==> config.mk <==
export PLATFORM = sky130hd
export DESIGN_NAME = simple_bus_collector
export DESIGN_NICKNAME = d
export VERILOG_FILES = /design/src/rtl/simple_bus_collector_pkg.sv /design/src/rtl/simple_bus_collector_fifo.sv /design/src/rtl/simple_bus_collector.sv
export SDC_FILE = /design/constraint.sdc
export NUM_CORES = 1
export LEC_CHECK = 0
export BUFFER_PORTS_ARGS = -buffer_cell sky130_fd_sc_hd__clkbuf_2
export CAP_MARGIN = 20
export CORE_ASPECT_RATIO = 2
export CORE_UTILIZATION = 30
export DETAILED_ROUTE_END_ITERATION = 8
export PLACE_DENSITY_LB_ADDON = 0.05
export REMOVE_ABC_BUFFERS = 1
export SLEW_MARGIN = 25
export SYNTH_ARGS = -nofsm -noshare
export SYNTH_HDL_FRONTEND = slang
export SYNTH_HIERARCHICAL = 1
export SYNTH_SLANG_ARGS = --single-unit
==> constraint.sdc <==
create_clock -name clk -period 5.5 [get_ports clk]
set_clock_uncertainty 0.15 [all_clocks]
set_input_delay 0 -clock clk [delete_from_list [all_inputs] [get_ports clk]]
set_output_delay 0 -clock clk [all_outputs]
set_load 0.01 [all_outputs]
==> src/rtl/simple_bus_collector_pkg.sv <==
// Shared types and default widths for the simple_bus lane collector.
// Compile first; the FIFO and top import it.
package simple_bus_collector_pkg;

   typedef enum logic {IDLE = 1'b0, RUN = 1'b1} state_e;

   localparam int TS_W_DEFAULT  = 8;
   localparam int CNT_W_DEFAULT = 8;

endpackage

==> src/rtl/simple_bus_collector_fifo.sv <==
// Small register-based FIFO for change records; head entry is read straight from flops.
// clear_i empties the queue synchronously and wins over push/pop.
module simple_bus_collector_fifo
   import simple_bus_collector_pkg::*;
#(
   parameter int WIDTH = 18,
   parameter int DEPTH = 4
) (
   input  logic             clk,
   input  logic             rst_n,
   input  logic             clear_i,
   input  logic             push_i,
   input  logic [WIDTH-1:0] data_i,
   input  logic             pop_i,
   output logic             full_o,
   output logic             empty_o,
   output logic [WIDTH-1:0] data_o
);

   localparam int PTR_W = $clog2(DEPTH);

   logic [WIDTH-1:0] mem_q [DEPTH];
   logic [PTR_W-1:0] wrPtr_q;
   logic [PTR_W-1:0] rdPtr_q;
   logic [PTR_W:0]   count_q;
   logic             doPush;
   logic             doPop;

   assign empty_o = (count_q == '0);
   assign full_o  = (count_q == (PTR_W+1)'(DEPTH));
   assign doPop   = pop_i && !empty_o;
   // A push into a full queue is only taken when the head leaves in the same cycle.
   assign doPush  = push_i && (!full_o || doPop);
   assign data_o  = mem_q[rdPtr_q];

   always_ff @(posedge clk or negedge rst_n) begin
      if (!rst_n) begin
         for (int i = 0; i < DEPTH; i++) begin
            mem_q[i] <= '0;
         end
         wrPtr_q <= '0;
         rdPtr_q <= '0;
         count_q <= '0;
      end else if (clear_i) begin
         wrPtr_q <= '0;
         rdPtr_q <= '0;
         count_q <= '0;
      end else begin
         if (doPush) begin
            mem_q[wrPtr_q] <= data_i;
            wrPtr_q        <= wrPtr_q + PTR_W'(1);
         end
         if (doPop) begin
            rdPtr_q <= rdPtr_q + PTR_W'(1);
         end
         if (doPush && !doPop) begin
            count_q <= count_q + (PTR_W+1)'(1);
         end else if (doPop && !doPush) begin
            count_q <= count_q - (PTR_W+1)'(1);
         end
      end
   end

endmodule

==> src/rtl/simple_bus_collector.sv <==
// Samples the packed simple_bus lane vector, timestamps changes and queues them for a consumer.
// Define SIMPLE_BUS_COLLECTOR_STATS_EN to build the saturating drop counter.
module simple_bus_collector
   import simple_bus_collector_pkg::*;
#(
   parameter int NUM_LANES = 10,
   parameter int DEPTH     = 4,
   parameter int TS_W      = TS_W_DEFAULT,
   parameter int CNT_W     = CNT_W_DEFAULT
) (
   input  logic                 clk,
   input  logic                 rst_n,
   input  logic                 in_valid,
   input  logic [NUM_LANES-1:0] in_a,
   input  logic                 flush,
   output logic                 out_valid,
   input  logic                 out_ready,
   output logic [NUM_LANES-1:0] out_lanes,
   output logic [TS_W-1:0]      out_ts,
   output logic                 overflow,
   output logic [CNT_W-1:0]     drop_cnt
);

   localparam int REC_W = NUM_LANES + TS_W;

   state_e               state_q;
   state_e               state_d;
   logic [TS_W-1:0]      ts_q;
   logic [NUM_LANES-1:0] last_q;
   logic                 overflow_q;
   logic                 fifoFull;
   logic                 fifoEmpty;
   logic [REC_W-1:0]     fifoData;
   logic                 pushReq;
   logic                 popReq;
   logic                 dropEvt;

   // The first sample after arming is always recorded, later ones only on change.
   assign pushReq = in_valid && !flush && ((state_q == IDLE) || (in_a != last_q));
   assign popReq  = !fifoEmpty && out_ready;
   assign dropEvt = pushReq && fifoFull && !popReq;

   always_comb begin
      state_d = state_q;
      if (flush) begin
         state_d = IDLE;
      end else if (in_valid) begin
         state_d = RUN;
      end
   end

   always_ff @(posedge clk or negedge rst_n) begin
      if (!rst_n) begin
         state_q    <= IDLE;
         ts_q       <= '0;
         last_q     <= '0;
         overflow_q <= 1'b0;
      end else begin
         state_q <= state_d;
         ts_q    <= ts_q + TS_W'(1);
         if (in_valid && !flush) begin
            last_q <= in_a;
         end
         if (dropEvt) begin
            overflow_q <= 1'b1;
         end
      end
   end

`ifdef SIMPLE_BUS_COLLECTOR_STATS_EN
   logic [CNT_W-1:0] dropCnt_q;

   always_ff @(posedge clk or negedge rst_n) begin
      if (!rst_n) begin
         dropCnt_q <= '0;
      end else if (dropEvt && (dropCnt_q != '1)) begin
         dropCnt_q <= dropCnt_q + CNT_W'(1);
      end
   end

   assign drop_cnt = dropCnt_q;
`else
   assign drop_cnt = '0;
`endif

   simple_bus_collector_fifo #(
      .WIDTH (REC_W),
      .DEPTH (DEPTH)
   ) u_fifo (
      .clk     (clk),
      .rst_n   (rst_n),
      .clear_i (flush),
      .push_i  (pushReq),
      .data_i  ({in_a, ts_q}),
      .pop_i   (popReq),
      .full_o  (fifoFull),
      .empty_o (fifoEmpty),
      .data_o  (fifoData)
   );

   assign out_valid              = !fifoEmpty;
   assign {out_lanes, out_ts}    = fifoData;
   assign overflow               = overflow_q;

endmodule

==> impl_metrics.py, run 1 <==
metrics = {
    "drt": {
        "vias_per_cell": 4.60,
        "drt_iter0_markers": 58,
        "wl_met3_um": 184,
        "wl_um": 9850,
        "wl_per_cell_um": 17.6,
        "num_vias": 2578,
        "antenna_left": 0,
        "drc": 0,
        "first_pass_iters": 4,
        "top_layer": "met4",
        "wl_met1_um": 4260,
        "met2_length_um": 5260,
    },
    "layout": {
        "num_antenna_cells": 0,
        "final_common_cell": "dfrtp_1",
        "seq_area_um2": 2480,
        "drive_gt1_share_pct": 43.8,
        "mostFrequentLayoutCells": "98 x dfrtp_1, 48 x mux2_2, 33 x clkbuf_2",
        "synthToLayoutAreaGrowth_pct": 16.3,
        "multiInputGateArea_um2": 2150,
        "fillCellCount": 1529,
        "nets": 379,
        "fin_cells": 561,
    },
    "synthesis": {
        "yosysWarnings": 6,
        "synth_ff_type": "dfrtp_1",
        "ys_types": 41,
        "ys_seq_elements": 99,
        "ys_seq_area_share_pct": 52.1,
        "async_flop_share_pct": 100,
        "synth_edf_count": 0,
        "syn_avg_cell_area_um2": 15.1,
        "netlist_instances": 314,
        "netlist_area_um2": 4760,
    },
    "placed_design": {
        "gp_congestion": 0.722,
        "hpwl_um": 6590,
        "port_buffers": 34,
        "dp_cells": 533,
    },
    "floorplanning": {
        "chipWidth_um": 91.0,
        "core.rowCount": 64,
        "initial_utilization_pct": 30.9,
        "die_area_um2": 16400,
        "ios": 43,
        "die_h_um": 180,
        "coreArea_um2": 15400,
    },
    "clocking": {
        "path_clk_slew_ns": 0.07,
        "numCtsBuffers": 9,
        "clock-sinks": 99,
        "htree_num_levels": 3,
        "root_buffer": "clkbuf_16",
        "post_cts_resized": 0,
        "cts_buffer_depth": 2,
        "cts_tree": "done",
        "worstSkewPairLatency_ns": 0.34,
    },
    "pwr": {
        "p_leak_nw": 2.45,
        "peakVddDrop_mv": 0.194,
        "powerDensity_nw_per_um2": 407,
    },
    "global_route": {
        "grt_use_total_pct": 13.3,
        "grt_pass1_wl_um": 16500,
        "overflow": 0,
        "grt_pass1_vias": 2905,
        "grt_max_degree": 64,
        "antenna_found_initial": 0,
    },
    "worst_setup_path": {
        "critical_path_class": "reg2reg",
        "r2r_end": "u_fifo/mem_q[59]",
        "crit_start": "u_fifo/count_q[0]",
        "end_kind": "flip-flop",
        "r2r-start": "u_fifo/count_q[0]",
        "required_ns": 5.58,
        "crit_fanout": 10,
        "cp_data_arrival_time_ns": 3.38,
        "cp-start-kind": "flip-flop",
        "endpoint": "u_fifo/mem_q[59]",
        "reg2regPathDepth": 6,
        "r2r_slack_ns": 2.19,
    },
    "timing": {
        "relSlewSlack_pct": 34.1,
        "rsz0062_at_grt": "false",
        "fin_setup_tns_ns": 0,
        "post-route-period-util_pct": 60.1,
        "setup_viol": 0,
        "hold_viol_final": 0,
        "finalMaxSlewViolations": 0,
        "finalCriticalPeriod_ns": 3.31,
        "worst_slew_pin_slew_ns": 0.988,
        "max_freq_mhz": 302,
    },
    "job": {
        "drv_cap": 0,
    },
    "run_status": {
        "status": "finished clean",
    },
    "worst_hold_path": {
        "hold_class": "in2async",
    },
}
-- Yosys cell counts (all sizes together) (2+ instances only) --
cell    count  share of area (%)
a31oi       2               0.26
buf        23                3.6
clkbuf      3               0.24
dfrtp      99                 52
ha          5                1.3
inv         6               0.47
mux2       85                 22
mux2i       2               0.42
mux4       18                8.5
nand2       3               0.24
nand2b      4               0.53
nand3       4               0.53
nand4       2               0.26
nor2       14                1.2
nor2b       5               0.82
nor3        3               0.53
nor4b       2               0.68
nor4bb      3               0.63
xnor2      14                2.6
xor2        5               0.92
-- metrics by stage --
step	power (mW)	hold WS (ns)	worst slack, ns	utilization, %	area, µm²
2_1_floorplan	1.44	-0.446	1.28	-	4600
3_3_place_gp	1.66	-0.144	2.15	33.2	5110
3_5_place_dp	1.66	-0.144	2.01	33.3	5120
4_1_cts	2.30	0.0211	2.10	36.0	5530
5_1_grt	2.40	0.0603	1.90	36.0	5530
6_report	2.25	0.0135	2.19	36.0	5530
-- worst min-delay path by stage --
| stage | start | endpoint | slack, ns | cells past startpoint |
|---|---|---|---|---|
| after global placement | rst_n | u_fifo/mem_q[25] | -0.14 | 1 |
| final | rst_n | u_fifo/mem_q[24] | 0.01 | 2 |
| after detailed placement | rst_n | u_fifo/mem_q[24] | -0.14 | 1 |
| after CTS | rst_n | u_fifo/mem_q[22] | 0.02 | 2 |
| after global routing | rst_n | u_fifo/mem_q[22] | 0.06 | 2 |
| after floorplan | rst_n | last_q[0] | -0.45 | 0 |
-- where the power goes --
part           switching, mW  internal (mW)  total, mW
Combinational          0.261          0.362      0.624
Sequential             0.119          0.896       1.02
Clock                  0.297          0.315      0.612
Total                  0.678           1.57       2.25
-- kinds of logic after synthesis --
group | count (synthesis) | synth area share [%]
xor gates and xnor gates | 19 | 3.50
adders and majority gates | 6 | 1.74
muxes | 105 | 31.1
and+or+nand+nor | 44 | 5.94
other | 1 | 0.0788
AOI/OAI and AO/OA | 8 | 1.21
buffers and inverters | 32 | 4.34
DFF | 99 | 52.1
-- timing repair --
item	CTS	global route
hold buffers	12	0
buffers inserted	0	0
endpoints found under the hold margin	88	0
-- critical path, cell delays in order (launching register included) --
cell and delay [ns]:
dfrtp_1 0.53, nor3_1 0.11, nor2b_1 0.60, nor4b_4 0.18
nor4bb_4 0.90, buf_4 0.35, mux2_2 0.36
-- metal layers --
metal / track usage, % / up-vias
met3: 2.07 / 8
met5: 0 / -
met4: 5.33 / 0
met2: 23.3 / 32
li1: - / 1192
met1: 16.2 / 1346
-- registers in the layout, summed over array words and instances, names as in the netlist --
signal / count
state_q: 1
u_fifo/count_q: 3
last_q: 10
overflow: 1
u_fifo/wrPtr_q: 2
ts_q: 8
u_fifo/mem_q: 72
u_fifo/rdPtr_q: 2
-- cell type report --
cell class | instances | share of cell area (%)
Multi-Input combinational cell | 190 | 38.9
Inverter | 6 | 0.407
Clock inverter | 7 | 1.09
Clock buffer | 9 | 4.07
Sequential cell | 99 | 44.8
Timing Repair Buffer | 52 | 6.24
Tap cell | 198 | 4.48
No activity file was read; power rests on OpenSTA's default activity.
==> inputs of run 2 (changes only) <==
clock period = 3.1 ns   (was 5.5 ns; I/O delays follow)
==> run 2 against run 1 <==
  * Setup slack lost 1.9 ns
  * Clock power grew 83%
  * Critical path depth grew 3
  * Register-to-register slack lost 1.9 ns
  * Global-route usage shrank 0.37 points
  * Clock-buffer cell count grew 1
  * Power grew 79%
  * Largest cell class unchanged
==> impl_metrics.py, run 2 (synthesis results as in run 1) <==
metrics = {
    "placed_design": {
        "gp_congestion": 0.664,
        "dp_cells": 538,
        "port_buffers": 34,
        "place_ws_ns": 0.330,
        "hpwl_um": 6150,
    },
    "clocking": {
        "clock-sinks": 99,
        "post-cts-setup-buffers": 0,
        "numCtsBuffers": 9,
        "worstSkewPairLatency_ns": 0.34,
        "postCtsHoldBufs": 12,
        "post_cts_resized": 0,
        "cts_tree": "done",
        "root_buffer": "clkbuf_16",
        "htree_num_levels": 3,
        "cts_buffer_depth": 2,
        "path_clk_slew_ns": 0.07,
    },
    "worst_hold_path": {
        "hold_class": "in2reg",
    },
    "pwr": {
        "p_leak_nw": 2.48,
        "powerDensity_nw_per_um2": 720,
        "peakVddDrop_mv": 0.408,
    },
    "worst_setup_path": {
        "r2r_slack_ns": 0.29,
        "r2r-start": "u_fifo/count_q[2]",
        "cp_data_arrival_time_ns": 2.92,
        "required_ns": 3.21,
        "endpoint": "u_fifo/count_q[2]",
        "crit_fanout": 10,
        "reg2regPathDepth": 9,
        "crit_start": "u_fifo/count_q[2]",
        "critical_path_class": "reg2reg",
        "end_kind": "flip-flop",
        "cp-start-kind": "flip-flop",
        "r2r_end": "u_fifo/count_q[2]",
    },
    "floorplanning": {
        "ios": 43,
        "die_area_um2": 16400,
        "initial_utilization_pct": 30.9,
        "die_h_um": 180,
        "core.rowCount": 64,
        "coreArea_um2": 15400,
        "chipWidth_um": 91.0,
    },
    "global_route": {
        "grt_use_total_pct": 12.9,
        "overflow": 0,
        "antenna_found_initial": 0,
        "grt_pass1_wl_um": 16100,
        "grt_max_degree": 60,
        "grt_pass1_vias": 2838,
    },
    "drt": {
        "drt_iter0_markers": 107,
        "wl_um": 9560,
        "drc": 0,
        "first_pass_iters": 4,
        "antenna_left": 0,
        "num_vias": 2607,
        "vias_per_cell": 4.61,
        "wl_per_cell_um": 16.9,
    },
    "timing": {
        "hold_slack_ns": 0.0309,
        "fin_setup_tns_ns": 0,
        "rsz0062_at_grt": "false",
        "relSlewSlack_pct": 46.9,
        "hold_viol_final": 0,
        "finalCriticalPeriod_ns": 2.81,
        "setup_viol": 0,
        "worst_slew_pin_slew_ns": 0.797,
        "post-route-period-util_pct": 90.5,
        "max_freq_mhz": 356,
        "final.setup.worst_slack_ns": 0.293,
        "finalMaxSlewViolations": 0,
    },
    "layout": {
        "fin_cells": 566,
        "nets": 384,
        "mostFrequentLayoutCells": "99 x dfrtp_1, 48 x mux2_2, 33 x clkbuf_2",
        "synthToLayoutAreaGrowth_pct": 17.9,
        "largest_reg_flops": 72,
        "largest-register": "u_fifo/mem_q",
        "num_antenna_cells": 0,
        "final_common_cell": "dfrtp_1",
        "seq_area_um2": 2480,
        "fin_util_pct": 36.5,
        "fillCellCount": 1514,
        "top_regs": "u_fifo/mem_q x72, last_q x10, ts_q x8",
        "drive_gt1_share_pct": 44.0,
        "multiInputGateArea_um2": 2150,
    },
    "run_status": {
        "status": "finished clean",
    },
    "job": {
        "drv_cap": 0,
    },
}
==> run 2: cell count changes in the layout (fill, tap and decap cells not counted), moves of 2 or more <==
cell        before  now
clkinvlp_4       0    3
buf_12           0    3
clkinv_4         3    1
inv_6            2    0
buf_4            6    9
==> run 2: worst min path at each step <==
stage	from	to	slack, ns	cells past startpoint
CTS	flush	u_fifo/count_q[2]	0.04	2
finish	flush	u_fifo/count_q[2]	0.03	2
global placement	rst_n	u_fifo/mem_q[60]	-0.01	1
floorplan	rst_n	last_q[0]	-0.45	0
detailed placement	rst_n	u_fifo/mem_q[7]	-0.002	1
global route	flush	u_fifo/rdPtr_q[1]	0.08	2
==> run 2: power by group <==
part,internal (mW),switching [mW]
Clock,0.626,0.495
Combinational,0.654,0.485
Sequential,1.59,0.188
Total,2.87,1.17
==> run 2: metrics by stage <==
stage	instance area, µm²	power (mW)
global placement	5190	2.94
finish	5610	4.04
global route	5610	4.29
CTS	5610	4.12
detailed placement	5190	2.95
floorplan	4600	2.55
==> run 2: area by class of cell <==
type | count | area share [%]
Timing Repair Buffer | 57 | 7.36
Multi-Input combinational cell | 190 | 38.4
Sequential cell | 99 | 44.2
Tap cell | 198 | 4.42
Clock inverter | 6 | 1.18
Clock buffer | 10 | 4.08
Inverter | 6 | 0.402
==> run 2: layer usage <==
| layer | share of wire [%] | up-vias | GRT usage [%] |
|---|---|---|---|
| met5 | 0 | - | 0 |
| met4 | 2.0 | 0 | 5.71 |
| met3 | 2.4 | 10 | 2.11 |
| met2 | 50 | 31 | 20.7 |
| met1 | 45 | 1370 | 17.3 |
| li1 | - | 1196 | - |
==> run 2: worst max-delay path, stage by stage, from the launching register on <==
cell	delay [ns]
dfrtp_1	0.53
nor3_1	0.11
nor2b_1	0.57
o21ai_0	0.23
nand2_1	0.12
nor2_1	0.05
fa_1	0.39
nor4b_1	0.29
a31oi_1	0.09
a31oi_1	0.19
==> inputs of run 3 (changes only) <==
CORE_UTILIZATION = 55   (was 30)
==> run 3 against run 2 <==
  * Combinational power about the same
  * Worst hold slack worse by 0.012 ns
  * Critical path type unchanged
  * Non-clock buffer count up 2
  * Clock power about the same
  * Routed wire length down 8.4%
  * Sequential cell count unchanged
  * Clock-buffer cell count up 2
  * Sequential power about the same
  * Largest cell class unchanged
  * Core utilization up 29 points
  * Register-to-register slack better by 0.11 ns
  * Largest power group unchanged
  * Die area down 45%
  * Setup slack better by 0.11 ns
==> impl_metrics.py, run 3 (synthesis results as in run 1) <==
metrics = {
    "layout": {
        "synthToLayoutAreaGrowth_pct": 15.0,
        "largest-register": "u_fifo/mem_q",
        "stdcell_area_um2": 5470,
        "final_common_cell": "dfrtp_1",
        "fin_cells": 467,
        "nets": 386,
        "num_antenna_cells": 0,
        "drive_gt1_share_pct": 44.2,
        "top_regs": "u_fifo/mem_q x72, last_q x10, ts_q x8",
        "fin_util_pct": 65.5,
        "mostFrequentLayoutCells": "99 x dfrtp_1, 48 x mux2_2, 33 x clkbuf_2",
        "largest_reg_flops": 72,
    },
    "pwr": {
        "p_total_mw": 4.04,
        "powerDensity_nw_per_um2": 738,
        "peakVddDrop_mv": 0.574,
        "p_leak_nw": 2.50,
    },
    "clocking": {
        "cts_buffer_depth": 2,
        "clock-sinks": 99,
        "path_clk_slew_ns": 0.06,
        "cts_tree": "done",
        "htree_num_levels": 3,
        "post_cts_resized": 0,
        "worstSkewPairLatency_ns": 0.34,
        "numCtsBuffers": 9,
        "root_buffer": "clkbuf_16",
        "post-cts-setup-buffers": 0,
    },
    "global_route": {
        "overflow": 0,
        "grt_pass1_vias": 2800,
        "grt_use_total_pct": 22.0,
        "grt_pass1_wl_um": 14300,
        "grt_max_degree": 68,
        "antenna_found_initial": 0,
    },
    "timing": {
        "setup_viol": 0,
        "final.setup.worst_slack_ns": 0.405,
        "finalMaxSlewViolations": 0,
        "relSlewSlack_pct": 42.7,
        "finalCriticalPeriod_ns": 2.70,
        "hold_viol_final": 0,
        "worst_slew_pin_slew_ns": 0.859,
        "post-route-period-util_pct": 86.9,
        "rsz0062_at_grt": "false",
        "max_freq_mhz": 371,
    },
    "placed_design": {
        "gp_congestion": 0.802,
        "port_buffers": 34,
        "dpl_cell_area_um2": 5050,
        "dp_cells": 440,
        "hpwl_um": 5600,
        "place_ws_ns": 0.419,
    },
    "worst_setup_path": {
        "crit_top_cell": "a31oi_1",
        "cp_data_arrival_time_ns": 2.80,
        "cp-start-kind": "flip-flop",
        "cpMaxStageDelayCell": "nor2b_1",
        "critical_path_class": "reg2reg",
        "crit_fanout": 10,
        "end_kind": "flip-flop",
        "required_ns": 3.20,
        "max_stage_delay_ns": 0.53,
        "crit_chain": "nor3_1, nor2b_1, o21ai_0, nand2_1, nor2_1, fa_1, nor4b_1, a31oi_1, a31oi_1",
    },
    "run_status": {
        "status": "finished clean",
    },
    "drt": {
        "vias_per_cell": 5.57,
        "wl_per_cell_um": 18.7,
        "antenna_left": 0,
        "num_vias": 2603,
        "drt_iter0_markers": 82,
        "drc": 0,
        "wl_um": 8750,
        "first_pass_iters": 4,
    },
    "floorplanning": {
        "coreArea_um2": 8350,
        "chipWidth_um": 67.8,
        "ios": 43,
        "core.rowCount": 47,
        "die_h_um": 134,
        "initial_utilization_pct": 57.0,
        "die_area_um2": 9050,
    },
    "worst_hold_path": {
        "hold_class": "in2reg",
    },
    "job": {
        "drv_cap": 0,
    },
}
## run 3: worst paths after layout
kind,endpoint,cells after the start,startpoint,slack (ns)
hold reg to reg,overflow,1,overflow,0.33
setup / recovery,u_fifo/count_q[2],9,u_fifo/count_q[0],0.40
max in group asynchronous,u_fifo/wrPtr_q[0],3,rst_n,1.95
setup reg to reg,u_fifo/count_q[2],9,u_fifo/count_q[0],0.40
min in group asynchronous,u_fifo/mem_q[14],2,rst_n,0.16
hold / removal,u_fifo/count_q[2],2,flush,0.02
## run 3: power by group
part | switching (mW) | internal [mW] | total (mW)
Sequential | 0.216 | 1.59 | 1.81
Combinational | 0.453 | 0.652 | 1.11
Clock | 0.457 | 0.668 | 1.12
## run 3: what timing repair did
item                                    CTS  global route
hold buffers                             12             0
endpoints found under the setup margin    0             0
endpoints found under the hold margin   117             0
## run 3: through the flow
stage	setup TNS [ns]	hold slack, ns
after detailed placement	0	0.0158
after floorplan	-49.34	-0.446
final	0	0.0184
after global placement	0	-0.00114
after global routing	0	0.0501
after CTS	0	0.0114
## run 3: critical path: cells and delay by family (launching register included)
kind / cells / cell delay, ns
adder cells (fa/ha/maj): 1 / 0.40
flip-flops: 1 / 0.51
AND/OR/NAND/NOR: 5 / 1.06
AO/OA/AOI/OAI: 3 / 0.48
## run 3: final cells by class
type	count	area (µm²)
clock buffer	12	256
clock inverter	3	46.3
fill	659	2880
inverter	6	22.5
multi-input combinational	190	2140
sequential	99	2480
tap	98	123
timing repair buffer	59	403
## run 3: routing by layer
layer / part of all wire [%] / GRT usage (%)
met1: 44 / 28.7
met2: 53 / 35.4
met3: 2.2 / 4.62
met4: 1.0 / 7.45
met5: 0 / 0
